--- src/rtl/alimentador_programa.sv ---
// Program sequencer for the multicycle processor: holds a loadable program
// memory and issues it word by word on DIN under the Run/Done handshake.
module alimentador_programa #(
  parameter int          DEPTH     = 32,
  parameter int          AW        = 5,
  parameter int          WAIT_MAX  = 16,
  parameter logic [15:0] HALT_WORD = 16'hFFFF
) (
  input  logic          Clock,
  input  logic          Resetn,
  input  logic          Start,
  input  logic          WrEn,
  input  logic [AW-1:0] WrAddr,
  input  logic [15:0]   WrData,
  input  logic          Done,
  output logic [15:0]   DIN,
  output logic          Run,
  output logic [AW-1:0] PC,
  output logic          Busy,
  output logic          Halted,
  output logic          Error,
  output logic [7:0]    InstrCount
);

  typedef enum logic [2:0] {
    S_IDLE,
    S_ISSUE,
    S_IMM,
    S_WAIT,
    S_HALT,
    S_ERR
  } state_t;

  // The internal PC is one bit wider so it can hold DEPTH (end of memory).
  localparam int PW = AW + 1;
  localparam int WW = $clog2(WAIT_MAX + 1);
  localparam logic [PW-1:0] DEPTH_A   = PW'(DEPTH);
  localparam logic [WW-1:0] WAIT_LAST = WW'(WAIT_MAX - 1);
  localparam logic [2:0]    OP_MVI    = 3'b001;

  state_t        state_q, state_d;
  logic [PW-1:0] pc_q, pc_d;
  logic [15:0]   din_q, din_d;
  logic          run_q, run_d;
  logic          busy_q, busy_d;
  logic          halted_q, halted_d;
  logic          error_q, error_d;
  logic [7:0]    count_q, count_d;
  logic [WW-1:0] wait_q, wait_d;

  logic [15:0]   mem [DEPTH];
  logic          idle_like;
  logic          wr_ok;
  logic [15:0]   word_at_pc;
  logic [15:0]   word_after_pc;
  logic          eval_en;
  logic [PW-1:0] eval_addr;
  logic [15:0]   eval_word;

  assign idle_like     = (state_q == S_IDLE) || (state_q == S_HALT) || (state_q == S_ERR);
  assign wr_ok         = WrEn && idle_like && (PW'(WrAddr) < DEPTH_A);
  assign word_at_pc    = mem[pc_q[AW-1:0]];
  assign word_after_pc = mem[pc_q[AW-1:0] + AW'(1)];

  // NOTE: the program memory has no reset; clearing it would force flops
  // instead of RAM, and the loaded program must survive a sequencer reset.
  always_ff @(posedge Clock) begin
    if (wr_ok) mem[WrAddr] <= WrData;
  end

  // NOTE: every variable gets a default first so no path leaves one
  // unassigned, which would otherwise infer a latch.
  always_comb begin
    state_d   = state_q;
    pc_d      = pc_q;
    din_d     = '0;
    run_d     = 1'b0;
    halted_d  = halted_q;
    error_d   = error_q;
    count_d   = count_q;
    wait_d    = wait_q;
    eval_en   = 1'b0;
    eval_addr = pc_q;
    eval_word = word_at_pc;

    unique case (state_q)
      S_IDLE, S_HALT, S_ERR: begin
        if (Start) begin
          pc_d      = '0;
          count_d   = '0;
          halted_d  = 1'b0;
          error_d   = 1'b0;
          wait_d    = '0;
          eval_en   = 1'b1;
          eval_addr = '0;
          // A same-cycle write to address 0 must be seen by this evaluation.
          eval_word = (wr_ok && (WrAddr == '0)) ? WrData : mem[0];
        end
      end
      S_ISSUE: begin
        wait_d = '0;
        if (din_q[8:6] == OP_MVI) begin
          if ((pc_q + PW'(1)) >= DEPTH_A) begin
            state_d = S_ERR;
            error_d = 1'b1;
          end else begin
            state_d = S_IMM;
            pc_d    = pc_q + PW'(2);
            din_d   = word_after_pc;
          end
        end else begin
          state_d = S_WAIT;
          pc_d    = pc_q + PW'(1);
        end
      end
      S_IMM, S_WAIT: begin
        if (Done) begin
          count_d = (count_q == 8'hFF) ? count_q : count_q + 8'd1;
          wait_d  = '0;
          eval_en = 1'b1;
        end else if (wait_q == WAIT_LAST) begin
          state_d = S_ERR;
          error_d = 1'b1;
        end else begin
          state_d = S_WAIT;
          wait_d  = wait_q + WW'(1);
        end
      end
      default: state_d = S_IDLE;
    endcase

    if (eval_en) begin
      if ((eval_addr >= DEPTH_A) || (eval_word == HALT_WORD)) begin
        state_d  = S_HALT;
        halted_d = 1'b1;
      end else begin
        state_d = S_ISSUE;
        run_d   = 1'b1;
        din_d   = eval_word;
      end
    end

    busy_d = (state_d == S_ISSUE) || (state_d == S_IMM) || (state_d == S_WAIT);
  end

  // NOTE: sequential state uses non-blocking assignments so every register
  // samples pre-edge values regardless of statement order.
  always_ff @(posedge Clock or negedge Resetn) begin
    if (!Resetn) begin
      state_q  <= S_IDLE;
      pc_q     <= '0;
      din_q    <= '0;
      run_q    <= 1'b0;
      busy_q   <= 1'b0;
      halted_q <= 1'b0;
      error_q  <= 1'b0;
      count_q  <= '0;
      wait_q   <= '0;
    end else begin
      state_q  <= state_d;
      pc_q     <= pc_d;
      din_q    <= din_d;
      run_q    <= run_d;
      busy_q   <= busy_d;
      halted_q <= halted_d;
      error_q  <= error_d;
      count_q  <= count_d;
      wait_q   <= wait_d;
    end
  end

  assign DIN        = din_q;
  assign Run        = run_q;
  assign PC         = pc_q[AW-1:0];
  assign Busy       = busy_q;
  assign Halted     = halted_q;
  assign Error      = error_q;
  assign InstrCount = count_q;

endmodule

--- config.mk ---
export PLATFORM = sky130hd
export DESIGN_NAME = alimentador_programa
export DESIGN_NICKNAME = d
export VERILOG_FILES = /design/src/rtl/alimentador_programa.sv
export SDC_FILE = /design/constraint.sdc
export NUM_CORES = 1
export LEC_CHECK = 0
export BUFFER_PORTS_ARGS = -buffer_cell sky130_fd_sc_hd__buf_2
export CAP_MARGIN = 20
export CORE_MARGIN = 4
export CORE_UTILIZATION = 29
export CTS_BUF_LIST = sky130_fd_sc_hd__clkbuf_4
export CTS_CLUSTER_DIAMETER = 60
export CTS_CLUSTER_SIZE = 25
export DETAILED_ROUTE_END_ITERATION = 8
export GPL_TIMING_DRIVEN = 0
export PLACE_DENSITY = 0.5
export SYNTH_ARGS = -nofsm -noshare
export SYNTH_HDL_FRONTEND = slang
export SYNTH_SLANG_ARGS = --single-unit
--- constraint.sdc ---
create_clock -name Clock -period 5.1 [get_ports Clock]
set_input_delay 0.255 -clock Clock [delete_from_list [all_inputs] [get_ports Clock]]
set_output_delay 0.255 -clock Clock [all_outputs]
set_load 0.02 [all_outputs]
==> summary.txt <==
Finish
  • Share of layout cells above drive strength 1: 31.69%
  • Final Non-Filler Cells: 2868
  • NumNets Final: between 1.5k and 2k
  • Design area: between 30000 and 40000 um^2
  • Filler instances: 8578
  • Area delta synth->final: 14.01%

Synthesis
  • Unique masters post-synth: between 60 and 70
  • Synth area leader: edfxtp_1
  • Yosys warns: 0
  • Asr flop ratio synth: under 10%
  • Top post-synthesis cells by area: edfxtp_1 (58%), mux4_2 (20%), mux2i_1 (4.7%)
  • Area share of the largest cell type after synthesis: 57.87%
  • Syn avg cell area: between 15 and 20 um^2
  • Post-Synthesis Cell Area: approximately 27000 um^2
  • Register bit total from synthesis: roughly 550
  • Commonest cells in the netlist: edfxtp_1 (512), mux4_2 (236), mux2i_1 (124), nor2_1 (87), nand2_1 (49)
  • Top_reg_cell synth: edfxtp_1
  • Post-Synthesis Cells: 1480
  • Number of enable flip-flop cells after synthesis: 512
  • Syn Nets: 1511
  • Post-synthesis sequential area ratio: between 60% and 70%
  • Most numerous cell in the Yosys netlist: edfxtp_1

Clock network
  • Root buffer cell: clkbuf_4
  • CTS tree: built
  • CTS Sinks: 554
  • Total CTS buffers: 43
  • CTS Hold Bufs: 27
  • Clock latency on the worst-skew pair: 0.95 ns
  • Clock-pin transition on the worst setup and hold timing paths: 0.22 ns
  • Depth of the CTS H-tree: 2
  • Setup bufs post-CTS: 0
  • Cts repair resizes: 0
  • CTS Buffer Depth: 3

GRT
  • Tot GR Track Use: 19.83%
  • Initial antenna violation count: 10
  • Largest net degree at the start of global routing: 34
  • First-pass GRT wire length: around 130000 um
  • Total gr overflow: 0
  • Vias in the first global route: 16.30k

Floorplan
  • Die ar.: between 90000 and 100000 um^2
  • Die X: 310.7 um
  • Number of core rows: 110
  • IO Pins: 59
  • Die H: 310.7 um
  • Core area: 90420 um^2
  • Initial Utilization: 29.38%

Worst hold path
  • HP Class: in -> reg

Setup path
  • CP Class: reg -> reg
  • CP required: 5.83 ns
  • Worst reg2reg setup slack: 0.11 ns
  • Arrival time at the worst endpoint: 5.72 ns
  • CP Capture Type: register
  • CP Launch Type: register
  • Crit-path max FO: 10

Timing
  • Clock Skews: 0.1060 ns
  • RSZ-0062 raised after global routing: false
  • Hold Violations, Final: 0
  • Final Cycle Share: 97.79%
  • Final Max Slew Viols: 0
  • # setup viols final: 0
  • Final critical-path required period: 4.987 ns
  • Final hold slack: 0.1233 ns
  • Setup_tns: 0 ns
  • Worst Tran Pin Value: 1.280 ns
  • Fmax: approximately 200 MHz
  • Slew headroom: 14.64%

Routing
  • 1st-iter DRT viols: between 2k and 2.5k
  • Vias post-DR: 16.46k
  • ANT nets after route: 0
  • Routed len/inst: 34.40 um
  • DRC violations left: 0
  • DR vias/cell: 5.740
  • DRT Wirelength: between 90000 and 100000 um
  • DRT Pass-1 Iters: 5

Placed design
  • Routability Congestion: 0.8720
  • Post-placement cell count: 2755
  • Placed cell areas: 29250 um^2
  • IO Port Bufs: 58
  • Post-DP HPWL: around 68000 um

Power and ir drop
  • Leak: 9.701 nW
  • Total power draw: between 15 and 20 mW
  • Pwr Density: 502.2 nW/um^2
  • Worst vdd ir: roughly 250 uV

Status
  • Outcome: finished, final reports clean

Job
  • Max Cap Viol: 0
[report_power, final]
group / internal, mW / switching (mW) / leakage [nW]
Combinational: 3.23 / 4.41 / 4.16
Sequential: 5.10 / 0.102 / 5.16
Clock: 0.688 / 1.69 / 0.382
[final timing paths]
check,end,from,depth (start not counted)
setup / recovery,DIN[5],pc_q[0],13
hold / removal,mem[16][1],WrAddr[4],3
setup reg to reg,DIN[5],pc_q[0],13
hold reg to reg,wait_q[3],wait_q[3],1
max in group asynchronous,state_q[0],Resetn,4
min in group asynchronous,Error,Resetn,3
[layout by cell type, fill, tap and decap left out, types with 13 or more instances in the layout]
cell,instances
buf_6,21
o22ai_1,29
buf_4,25
dfrtp_1,42
buf_16,17
nor2_2,19
clkbuf_1,33
nor3_1,13
edfxtp_1,512
buf_8,19
nor2_1,59
mux4_2,236
o21ai_0,21
a22oi_1,35
o21ai_1,18
nand2_1,49
nand3_1,15
buf_2,87
dlygate4sd3_1,27
clkbuf_4,45
a21oi_1,22
mux2i_1,124
[flip-flops by register name, indices dropped and copies added (netlist names)]
register	flops
wait_q	5
Run	1
InstrCount	8
Busy	1
DIN	16
state_q	3
Halted	1
pc_q	6
mem	512
Error	1
[critical path, cell delays in order (launching register included)]
cell and delay (ns):
dfrtp_1 0.60, buf_6 0.28, buf_8 0.26, buf_6 0.33, buf_6 0.26, buf_2 0.34, nand2_1 0.11, xor2_1 0.46
clkbuf_1 0.95, mux4_2 0.51, mux2i_1 0.40, nor2_1 0.08, a21oi_1 0.14, o31ai_1 0.09
[area by class of cell]
| type | count | area, um^2 | area share [%] |
|---|---|---|---|
| flip-flops and latches | 554 | 16430 | 54.23 |
| multi-input cells | 818 | 9565 | 31.58 |
| well taps | 1176 | 1471 | 4.857 |
| repair buffers | 128 | 1366 | 4.511 |
| plain buffers | 104 | 700.7 | 2.313 |
| clock inverters | 32 | 391.6 | 1.293 |
| clock buffers | 45 | 337.8 | 1.115 |
| diodes | 7 | 17.52 | 0.05783 |
| inverters | 4 | 15.01 | 0.04957 |
[metrics by stage]
stage               setup slack (ns)  utilization [%]
detailed placement            0.2900            32.35
floorplan                      2.053                -
global route                 0.05121            33.49
global placement              0.1311            31.33
finish                        0.1128            33.50
CTS                           0.2355            33.46
[cell families (layout without fill, tap and decap cells)]
logic type / count (synthesis) / after routing / synth area share (%)
xor+xnor: 10 / 10 / 0.3296
compound gates: 187 / 187 / 4.686
other cells: 0 / 7 / 0
fa+ha+maj: 5 / 5 / 0.2355
buf+inv: 108 / 313 / 2.694
flops: 554 / 554 / 61.82
simple gates: 236 / 236 / 4.370
mux: 380 / 380 / 25.86
[layer usage]
| layer | routed length, um | track usage, % | part of all wire, % |
|---|---|---|---|
| met1 | 40030 | 26.88 | 41 |
| met2 | 44550 | 30.84 | 45 |
| met3 | 10360 | 5.601 | 11 |
| met4 | 3673 | 6.553 | 3.7 |
| met5 | 45 | 0 | 0.046 |
Note: power is estimated with default switching activity, not from simulation.
